===== src/rtl/dma_xfer_scheduler.sv =====
// DMA transfer scheduler: splits one transfer into FIFO-sized chunks, waits for
// downstream FIFO space before each chunk, issues a start pulse to the DMA
// master and tracks completion with a per-chunk timeout.
module dma_xfer_scheduler #(
  parameter int FIFO_DEPTH    = 32,
  parameter int CHUNK_TIMEOUT = 1023
) (
  input  logic        HCLK,
  input  logic        HRESETn,
  input  logic        i_Start,
  input  logic        i_Abort,
  input  logic [31:0] i_Base_Addr,
  input  logic [15:0] i_Total_Words,
  input  logic [5:0]  i_Chunk_Words,
  input  logic [5:0]  i_FIFO_data_count,
  input  logic        i_Chunk_Done,
  output logic        o_CoreSystemStart,
  output logic [5:0]  o_RCC_BUFFER_LENGTH,
  output logic [15:0] o_RCC_DMA_ADDR_HIGH,
  output logic [15:0] o_RCC_DMA_ADDR_LOW,
  output logic        o_Busy,
  output logic        o_Done,
  output logic        o_Error,
  output logic [15:0] o_Words_Remaining
);

  localparam int TW = (CHUNK_TIMEOUT < 2) ? 1 : $clog2(CHUNK_TIMEOUT + 1);

  typedef enum logic [2:0] {
    S_IDLE, S_LOAD, S_WAIT_SPACE, S_ISSUE, S_WAIT_DONE, S_ADVANCE, S_COMPLETE
  } state_e;

  state_e        state_q, state_d;
  logic [31:0]   addr_q, addr_d;
  logic [15:0]   rem_q, rem_d;
  logic [5:0]    cfg_q, cfg_d;
  logic [5:0]    len_q, len_d;
  logic [TW-1:0] tmo_q, tmo_d;
  logic          start_q, start_d;
  logic          done_q, done_d;
  logic          busy_q, busy_d;
  logic          err_q, err_d;

  logic [6:0]    depth7, cnt7, free7;
  logic [5:0]    eff_chunk, chunk_len;

  // Free FIFO space (clamped at zero if occupancy exceeds depth) and next chunk size.
  always_comb begin
    depth7    = 7'(FIFO_DEPTH);
    cnt7      = {1'b0, i_FIFO_data_count};
    free7     = (cnt7 >= depth7) ? 7'd0 : (depth7 - cnt7);
    eff_chunk = (cfg_q == 6'd0) ? 6'd1 : cfg_q;
    chunk_len = (rem_q < {10'd0, eff_chunk}) ? rem_q[5:0] : eff_chunk;
  end

  // Next-state and datapath; outputs are derived from the next state so the
  // registered copies line up with the state they describe.
  always_comb begin
    state_d = state_q;
    addr_d  = addr_q;
    rem_d   = rem_q;
    cfg_d   = cfg_q;
    len_d   = len_q;
    tmo_d   = tmo_q;
    err_d   = err_q;
    if (i_Abort) begin
      // Abort beats chunk-done and timeout; error flag keeps its value.
      state_d = S_IDLE;
    end else begin
      case (state_q)
        S_IDLE: if (i_Start) begin
          addr_d  = i_Base_Addr;
          rem_d   = i_Total_Words;
          cfg_d   = i_Chunk_Words;
          err_d   = 1'b0;
          state_d = S_LOAD;
        end
        S_LOAD: begin
          len_d   = chunk_len;
          state_d = (rem_q == 16'd0) ? S_COMPLETE : S_WAIT_SPACE;
        end
        S_WAIT_SPACE: if (free7 >= {1'b0, len_q}) state_d = S_ISSUE;
        S_ISSUE: begin
          tmo_d   = '0;
          state_d = S_WAIT_DONE;
        end
        S_WAIT_DONE: begin
          tmo_d = tmo_q + 1'b1;
          if (i_Chunk_Done) begin
            state_d = S_ADVANCE;
          end else if (tmo_d == TW'(CHUNK_TIMEOUT)) begin
            err_d   = 1'b1;
            state_d = S_IDLE;
          end
        end
        S_ADVANCE: begin
          addr_d  = addr_q + {24'd0, len_q, 2'b00};
          rem_d   = rem_q - {10'd0, len_q};
          state_d = S_LOAD;
        end
        S_COMPLETE: state_d = S_IDLE;
        default:    state_d = S_IDLE;
      endcase
    end
    start_d = (state_d == S_ISSUE);
    done_d  = (state_d == S_COMPLETE);
    busy_d  = (state_d != S_IDLE);
  end

  // State and output registers with synchronous active-low reset.
  always_ff @(posedge HCLK) begin
    if (!HRESETn) begin
      state_q <= S_IDLE;
      addr_q  <= '0;
      rem_q   <= '0;
      cfg_q   <= '0;
      len_q   <= '0;
      tmo_q   <= '0;
      start_q <= 1'b0;
      done_q  <= 1'b0;
      busy_q  <= 1'b0;
      err_q   <= 1'b0;
    end else begin
      state_q <= state_d;
      addr_q  <= addr_d;
      rem_q   <= rem_d;
      cfg_q   <= cfg_d;
      len_q   <= len_d;
      tmo_q   <= tmo_d;
      start_q <= start_d;
      done_q  <= done_d;
      busy_q  <= busy_d;
      err_q   <= err_d;
    end
  end

  assign o_CoreSystemStart   = start_q;
  assign o_RCC_BUFFER_LENGTH = len_q;
  assign o_RCC_DMA_ADDR_HIGH = addr_q[31:16];
  assign o_RCC_DMA_ADDR_LOW  = addr_q[15:0];
  assign o_Busy              = busy_q;
  assign o_Done              = done_q;
  assign o_Error             = err_q;
  assign o_Words_Remaining   = rem_q;

endmodule


===== config.mk =====
export PLATFORM = sky130hd
export DESIGN_NAME = dma_xfer_scheduler
export DESIGN_NICKNAME = d
export VERILOG_FILES = /design/src/rtl/dma_xfer_scheduler.sv
export SDC_FILE = /design/constraint.sdc
export NUM_CORES = 1
export LEC_CHECK = 0
export CAP_MARGIN = 5
export CORE_MARGIN = 2
export CORE_UTILIZATION = 50
export CTS_CLUSTER_DIAMETER = 80
export DETAILED_ROUTE_END_ITERATION = 6
export GPL_TIMING_DRIVEN = 0
export PLACE_DENSITY = 0.81
export SLEW_MARGIN = 0
export SYNTH_ARGS = -nofsm -noshare
export SYNTH_HDL_FRONTEND = slang
export SYNTH_SLANG_ARGS = --single-unit
export TNS_END_PERCENT = 20

===== constraint.sdc =====
create_clock -name HCLK -period 4.5 [get_ports HCLK]
set_input_delay 0.45 -clock HCLK [delete_from_list [all_inputs] [get_ports HCLK]]
set_output_delay 0.45 -clock HCLK [all_outputs]
set_load 0.005 [all_outputs]

### After elaboration in Yosys (flattened, before gate mapping)

Cells that the tools add are included.

* bits in registers: 77
* input port bits: 65
* output and inout bits: 58
* logic and storage cells: 60

* $add $sub $neg: 4
* $lt $le $gt $ge: 3
* eq/ne operators: 11
* muxes and demuxes: 19
* bitwise gates (word level): 1
* reduce and logical (&&, ||, !) cells: 12

Operator list (count)
* $pmux 32 s2: 1
* $add 32x8->32: 1
* $mux 32: 1
* $pmux 16 s2: 1
* $pmux 10 s2: 1
* $mux 3: 6
* $pmux 3 s6: 1
* $logic_not 16->1: 1
* $lt 16x6->1: 1
* $mux 16: 1
* $sub 16x6->16: 1
* $mux 6: 2
* $add 10x1->10 const B: 1
* $eq 10x10->1 const B: 1
* $eq 3x2->1 const B: 3
* $eq 3x3->1 const B: 3
* $ge 7x6->1: 1
* $mux 7: 1
* $sub 6x6->7 const A: 1
* $ge 6x6->1 const B: 1
* $logic_not 6->1: 1
* $ne 2x2->1 const B: 3
* $reduce_and 3->1: 2
* $reduce_bool 2->1: 3
* other kinds (8): 11

### Longest topological paths before layout

Gate-level depths: netlist of the first run.

* depth after elaboration: 7
* gate-level depth with buffers: 11
* mapped depth without buffers: 11

### Worst setup path before layout of the first run

OpenSTA, ideal clock, no wires.

* kind: reg2reg
* from: reg len_q[0] (netlist: o_RCC_BUFFER_LENGTH[0])
* to: reg addr_q[24]
* library setup time: 128 ps
* data arrival time: 2222 ps
* data required time: 4372 ps
* setup slack: 2150 ps
* stages on the path, launching flop included: 12
* buffers on the path: 1
* period minus slack after synthesis: 2350 ps
* cells stage by stage: dfxtp_1 > ha_1 > inv_1 > fa_1 > nand2b_1 > a21oi_1 > o311ai_0 > clkbuf_1 > o21ai_0 > nand2_1 > a22oi_1 > nor2_1

* cells in the longest elaborated chain, start to end: 2

RTL lines
* from (decl): line 37 `logic [5:0] len_q, len_d;`
* from (signal assigned): line 128 `len_q <= len_d;`
* $add 32x8->32: line 97 `addr_d = addr_q + {24'd0, len_q, 2'b00};`
* $pmux 32 s2: line 70 `case (state_q)`
* to (signal assigned): line 125 `addr_q <= addr_d;`
* to (decl): line 34 `logic [31:0] addr_q, addr_d;`

Every way passes these cells.
A chain may end at the register's enable or synchronous reset.

### Worst setup path in the final report of the first run

* from: reg len_q[5] (netlist: o_RCC_BUFFER_LENGTH[5])
* to: reg addr_q[24]

The elaborated chain is that of the path after synthesis.

==> results by group, run 1 <==
Route
  • First-pass iteration count of the detailed router: 5
  • Vias/cell: between 6 and 7
  • Final wirelength: ~17,000 um
  • Vias: 5,799
  • Antenna Nets Post-Route: 0
  • WL per Instance: about 19 um
  • Initial DRC Count: 481
  • # DRC: 0

Setup path
  • CP Capture Point: addr_q[24]
  • Buf/Inv on CP: 1
  • CP Max Fanout: 10
  • Crit path depth: 9
  • CP peak stage delay: slightly below 600 ps
  • Reg2Reg Depth: 9
  • CP Data Arrival Time: approximately 3300 ps
  • Delay-heaviest family, CP: compound AO/OA/AOI/OAI gates
  • WP data required: roughly 4700 ps
  • R2r endpoint: addr_q[24]
  • Worst-path cell chain: ha_1 > o211ai_1 > nor4_1 > o311ai_0 > clkbuf_1 > o21ai_0 > nand2_1 > a22oi_1 > nor2_1
  • Reg2reg setup slack: ~1500 ps
  • CP Launch Type: register
  • Endpoint class of the critical path: register
  • CP max-delay cell: nor4_1
  • Reg2reg start: o_RCC_BUFFER_LENGTH[5]
  • CP Class: reg -> reg
  • Crit path launch: o_RCC_BUFFER_LENGTH[5]

Logic synthesis
  • Mux cell area share after synthesis: around 1.6%
  • Seq/Total Area, Yosys: 31.09%
  • Cell taking the most area after synthesis: dfxtp_1
  • Synth cell types: 64
  • Cell area after synthesis: 4959 um^2
  • Compound-Gate Fraction of Synth Area: approximately a quarter
  • Synth top area share: a little under a third
  • Seq cells post-synth: 77
  • Syn nets: 739
  • Combinational family with the most area after synthesis: simple AND/OR/NAND/NOR gates
  • Top FF cell, synth: dfxtp_1
  • Async S/R FF share, synth: 0%
  • Synthesized area per cell: 7.676 um^2
  • Cells after Synth: about 650
  • Post-synth EDFFs: 0
  • Ys Warns: 0
  • Simple-Gate Fraction of Synth Area: 27.10%
  • Synth top cells by count: dfxtp_1 (77), nand2_1 (70), a21oi_1 (61)
  • Synth top area cells: dfxtp_1 (31%), ha_1 (6.6%), a21oi_1 (6.2%)
  • Synth Area in XOR/XNOR: under 10%
  • Count leader, synth: dfxtp_1
  • Post-Synth Adder-Cell Area: 7.368%

STA
  • RSZ-0062 raised after global routing: no
  • Final worst path period need: approximately 3000 ps
  • Hold violation count in the final report: 0
  • Sum Neg Setup Slack: 0 ps
  • Final setup violation count: 0
  • Clock Skews: between 10 and 15 ps
  • Fmax: 328.0 MHz
  • Ratio of final minimum period to clock period: between 60 and 70%
  • Pins Over Slew Limit: 0
  • Slew headroom: approximately 34%
  • Worst-margin pin slew: a little under 1000 ps

Die
  • Die height: slightly above 100 um
  • Initial core utilization: about half
  • Core area: 9684 um^2
  • Die area: approximately 11,000 um^2
  • Row count: 36
  • Die Span X: a little over 100 um
  • Boundary Pins: approximately 120

Clock network
  • CTS sink cnt: slightly below 80
  • Clk_lat worst skew: about 370 ps
  • Hold_buf cts: 0
  • CTS Buf Count: 9
  • CTS tree: yes
  • Worst-path clk slew: around 90 ps
  • Max H-tree Level: 3
  • Post-CTS resize count: 0
  • Clk root buf: clkbuf_8
  • CTS max path bufs: 2
  • Postcts setup bufs: 0

Final layout
  • Layout cells sized above 1: between 4 and 5%
  • P&R area growth vs syn: 31.74%
  • Antenna diode instance count: 0
  • Fillers: between 800 and 900
  • Nets: 870
  • Layout Utilization: between 60% and 70%

Power and ir drop
  • Total power: 0.001746 W
  • Peak VDD IR: ~0.14 mV
  • P_leak: between 2 and 2.5 nW
  • Pwr Density: around 270 nW/um^2

Global route
  • GR Layer Usage met1: around 40%
  • Initial antenna violation count: 0
  • Number of global-route vias before repair: approximately 5,700
  • Grt peak-use layer: met2
  • GRT Residual Overflow: 0
  • First-pass GRT wire length: between 20,000 and 30,000 um
  • Met2 Use GR: roughly 52%
  • Gr usage total: 32.21%
  • Largest net degree at the start of global routing: 15
  • GRT met3 Usage: under 10%

Run
  • Maximum capacitance violations: 0

Placed design
  • HPWL after DPL: roughly 13,000 um
  • PortBufs: 120
  • GPL Wtd Cong: roughly 0.95

Outcome
  • Status: finished clean

Hold path
  • Min-Delay Path Class: reg -> reg
==> worst min-delay path, stage by stage, from the launching register on <==
cell and delay, ps:
dfxtp_1 320, nand2_1 50, a21oi_1 50
==> area by class of cell <==
class                   count  area [um^2]  share of cell area [%]
repair buffers            120         1201                   18.39
plain buffers              39        181.4                   2.777
inverters                  23        86.33                   1.322
flip-flops and latches     77         1541                   23.60
clock inverters             6        68.82                   1.053
well taps                 133        166.4                   2.547
multi-input cells         507         3149                   48.21
clock buffers              10        137.6                   2.107
==> through the flow <==
step / cell area (um^2) / worst slack [ps] / hold slack (ps) / std cells
floorplan: 4959 / 2150 / 436.3 / 646
global placement: 6326 / 1253 / 441.8 / 899
detailed placement: 6326 / 1260 / 456.1 / 899
CTS: 6533 / 1541 / 468.2 / 915
global route: 6533 / 1300 / 495.1 / 915
finish: 6533 / 1451 / 464.8 / 915
==> cell usage in the layout, fill, tap and decap left out, types with 4 or more instances in the layout <==
master,netlist,routed
xor2_1,4,4
nor4_1,11,11
nand3b_1,5,5
o221a_2,4,4
o21ai_0,49,49
o22ai_1,7,7
xnor2_1,4,4
or4_1,7,7
nor3_1,18,18
clkbuf_1,34,34
nand2b_1,11,11
ha_1,26,26
nand2_1,70,70
nor3b_1,4,4
nand3_1,24,24
and2_1,5,5
nand4_1,12,12
nor2_1,57,57
a21oi_1,61,61
or3_1,7,7
mux2i_1,7,7
a211oi_1,20,20
inv_1,22,22
clkbuf_8,2,12
o221ai_1,5,5
a31oi_1,12,12
dfxtp_1,77,77
nor2b_1,4,4
o21a_1,4,4
clkdlybuf4s50_1,0,120
a311oi_1,8,8
and3_1,8,8
==> worst min-delay path by stage <==
stage	from	end	depth (start not counted)
global route	cfg_q[0]	cfg_q[0]	2
CTS	addr_q[1]	addr_q[1]	2
detailed placement	addr_q[1]	addr_q[1]	2
floorplan	cfg_q[0]	cfg_q[0]	2
finish	addr_q[1]	addr_q[1]	2
global placement	addr_q[1]	addr_q[1]	2
==> sequential cells by signal, indices dropped and copies added (netlist names) <==
name and count:
state_q 3, cfg_q 6, addr_q 32, tmo_q 10
o_Busy 1, o_RCC_BUFFER_LENGTH 6, o_Error 1, o_Words_Remaining 16
o_CoreSystemStart 1, o_Done 1
==> cells by family after synthesis <==
kind of cell / after synthesis
muxes: 8
adders and majority gates: 28
DFF: 77
AOI/OAI and AO/OA: 201
and+or+nand+nor: 262
buffers and inverters: 62
xor gates and xnor gates: 8
==> layer usage <==
| metal | vias up | part of all wire [%] |
|---|---|---|
| li1 | 2665 | - |
| met1 | 2701 | 41 |
| met2 | 359 | 46 |
| met3 | 74 | 9.3 |
| met4 | 0 | 4.2 |
| met5 | - | 0 |
==> where the power goes <==
group | internal, W | switching (W)
combinational | 0.000209 | 0.000207
sequential | 0.000716 | 0.0000485
clock | 0.000275 | 0.000289
(Power assumes the default switching activity.)
==> run 2: changes to the inputs <==
clock period = 3.06 ns   (was 4.5 ns; I/O delays follow)
==> run 2 against run 1 <==
Net effect: first-iteration DRC count up 14%; count of clock-buffer cells in the layout did not move; register-to-register slack worse by 1300 ps; wire length barely moved; cell count stayed put; flip-flop and latch count is the same; global-route usage stayed put; clock power up 46%; setup slack got worse by 1300 ps; utilization up 0.12 points; sequential power up 46%; power rose by 47%; critical endpoint unchanged; largest power group unchanged; highest routed layer unchanged.
==> results by group, run 2 (synthesis results as in run 1) <==
Final layout
  • Layout cells sized above 1: 4.731% (was 4.476%)
  • Most flops, register: addr_q (unchanged)
  • Antenna diode instance count: 0 (unchanged)
  • Largest register FFs: 32 (unchanged)
  • Nets: 870 (unchanged)
  • Post-route insts no fill: 915 (unchanged)
  • P&R area growth vs syn: 31.97% (was 31.74%)
  • Reg area: 1541 um^2 (unchanged)
  • Most common cell after layout, fill and taps aside: clkdlybuf4s50_1 (unchanged)
  • Multi-input logic area: 3161 um^2 (was 3149 um^2)
  • Most frequent cells in the layout: clkdlybuf4s50_1 (120), dfxtp_1 (77), nand2_1 (70) (unchanged)
  • Fillers: 853 (was 854)

STA
  • Sum Neg Setup Slack: 0 ps (unchanged)
  • Hold violation count in the final report: 0 (unchanged)
  • Slew headroom: 43.12% (was 33.96%)
  • Final setup violation count: 0 (unchanged)
  • Pins Over Slew Limit: 0 (unchanged)
  • Worst-margin pin slew: 845.4 ps (was 984.6 ps)
  • RSZ-0062 raised after global routing: no (unchanged)
  • Clock Skews: 12.08 ps (was 14.26 ps)
  • Ratio of final minimum period to clock period: 93.90% (was 67.75%)
  • Fmax: 348.0 MHz (was 328.0 MHz)
  • Final worst path period need: 2873 ps (was 3049 ps)

Placed design
  • HPWL after DPL: 12,820 um (unchanged)
  • GPL Wtd Cong: 0.9493 (unchanged)
  • DP Cell Count: 899 (unchanged)
  • PortBufs: 120 (unchanged)

Setup path
  • CP Data Arrival Time: 3110 ps (was 3290 ps)
  • Endpoint class of the critical path: register (unchanged)
  • CP max-delay cell: dfxtp_1 (was nor4_1)
  • Worst-path cell chain: ha_1 > inv_1 > fa_1 > nand2b_1 > a21oi_1 > o311ai_1 > clkbuf_1 > o21ai_0 > nand2_1 > a22oi_1 > nor2_1 (was ha_1 > o211ai_1 > nor4_1 > o311ai_0 > clkbuf_1 > o21ai_0 > nand2_1 > a22oi_1 > nor2_1)
  • CP Class: reg -> reg (unchanged)
  • Reg2reg setup slack: 190 ps (was 1450 ps)
  • CP Launch Type: register (unchanged)
  • CP Max Fanout: 10 (unchanged)
  • WP data required: 3300 ps (was 4740 ps)
  • CP peak stage delay: 460 ps (was 590 ps)

Route
  • Antenna Nets Post-Route: 0 (unchanged)
  • WL per Instance: 19.13 um (was 19.11 um)
  • Vias: 5,752 (was 5,799)
  • First-pass iteration count of the detailed router: 6 (was 5)
  • Vias/cell: 6.286 (was 6.338)
  • Final wirelength: 17,500 um (was 17,490 um)
  • Initial DRC Count: 548 (was 481)
  • # DRC: 0 (unchanged)

Clock network
  • Postcts setup bufs: 0 (unchanged)
  • Clk_lat worst skew: 370 ps (about the same)
  • Clk root buf: clkbuf_8 (unchanged)
  • Worst-path clk slew: 90 ps (about the same)
  • Hold_buf cts: 0 (unchanged)
  • Post-CTS resize count: 0 (unchanged)
  • CTS tree: yes (unchanged)
  • CTS Buf Count: 9 (unchanged)
  • Max H-tree Level: 3 (unchanged)
  • CTS sink cnt: 77 (unchanged)
  • CTS max path bufs: 2 (unchanged)

Power and ir drop
  • Peak VDD IR: 0.2098 mV (was 0.1425 mV)
  • P_leak: 2.279 nW (was 2.271 nW)
  • Pwr Density: 391.1 nW/um^2 (was 267.2 nW/um^2)

Global route
  • Grt peak-use layer: met2 (unchanged)
  • GRT met3 Usage: 6.671% (unchanged)
  • Largest net degree at the start of global routing: 15 (unchanged)
  • Number of global-route vias before repair: 5,666 (unchanged)
  • Gr usage total: 32.21% (unchanged)
  • GRT Residual Overflow: 0 (unchanged)
  • First-pass GRT wire length: 27,870 um (unchanged)
  • Initial antenna violation count: 0 (unchanged)
  • GR Layer Usage met1: 40.07% (unchanged)
  • Met2 Use GR: 52.41% (unchanged)

Die
  • Row count: 36 (unchanged)
  • Die area: 10,730 um^2 (unchanged)
  • Boundary Pins: 123 (unchanged)
  • Die Span X: 103.6 um (unchanged)
  • Die height: 103.6 um (unchanged)
  • Initial core utilization: 51.20% (unchanged)
  • Core area: 9684 um^2 (unchanged)

Run
  • Maximum capacitance violations: 0 (unchanged)

Outcome
  • Status: finished clean (unchanged)

Hold path
  • Min-Delay Path Class: in -> reg (was reg -> reg)
[run 2: area by class of cell]
type	instances	area share, %
clock inverter	6	1.052
sequential	77	23.56
multi-input combinational	507	48.30
tap	133	2.543
timing repair buffer	120	18.36
clock buffer	10	2.103
buffer	39	2.772
inverter	23	1.319
[run 2: power breakdown]
group / switching [W] / internal [W]
clock: 0.000419 / 0.000405
combinational: 0.000304 / 0.000308
sequential: 0.0000709 / 0.00105
[run 2: final timing paths]
kind,from,depth (start not counted),end
worst min register to register,addr_q[1],2,addr_q[1]
worst max register to register,o_RCC_BUFFER_LENGTH[0],11,addr_q[24]
worst min-delay path,HRESETn,3,o_RCC_BUFFER_LENGTH[0]
worst max-delay path,o_RCC_BUFFER_LENGTH[0],11,addr_q[24]
[run 2: routing by layer]
metal | vias to the layer above | share of wire [%]
li1 | 2660 | -
met1 | 2680 | 41
met2 | 343 | 45
met3 | 69 | 9.7
met4 | 0 | 4.3
met5 | - | 0
[run 2: critical path: cells and delay by family, from the launching register on]
family	cells	cell delay [ps]
compound gates	4	1010
fa+ha+maj	2	610
flops	1	460
buf+inv	2	340
simple gates	3	330
[run 2: per-stage QoR]
step | total power (W) | worst slack [ps] | area (um^2) | hold WS, ps | util, %
final | 0.002559 | 186.8 | 6544 | 447.8 | 67.57
after CTS | 0.002552 | 101.1 | 6533 | 433.0 | 67.45
after detailed placement | 0.001742 | -36.01 | 6326 | 456.1 | 65.32
after global routing | 0.002660 | 10.74 | 6544 | 495.1 | 67.57
after floorplan | 0.001454 | 710.2 | 4959 | 436.3 | -
after global placement | 0.001725 | -42.94 | 6326 | 441.8 | 65.32
==> run 3: changes to the inputs <==
clock period = 3.1 ns   (was 3.06 ns; I/O delays follow)
==> results of run 3 <==
Same layout as run 2 (identical final DEF). Status: finished clean.
Among the figures that moved: setup slack after placement -36.01 ps -> -0.008216 ps; setup slack after layout 186.8 ps -> 226.8 ps; hold slack 447.8 ps -> 451.8 ps; register-to-register setup slack 190 ps -> 230 ps; total power 0.002559 W -> 0.002526 W; worst IR drop on VDD 0.2098 mV -> 0.2071 mV
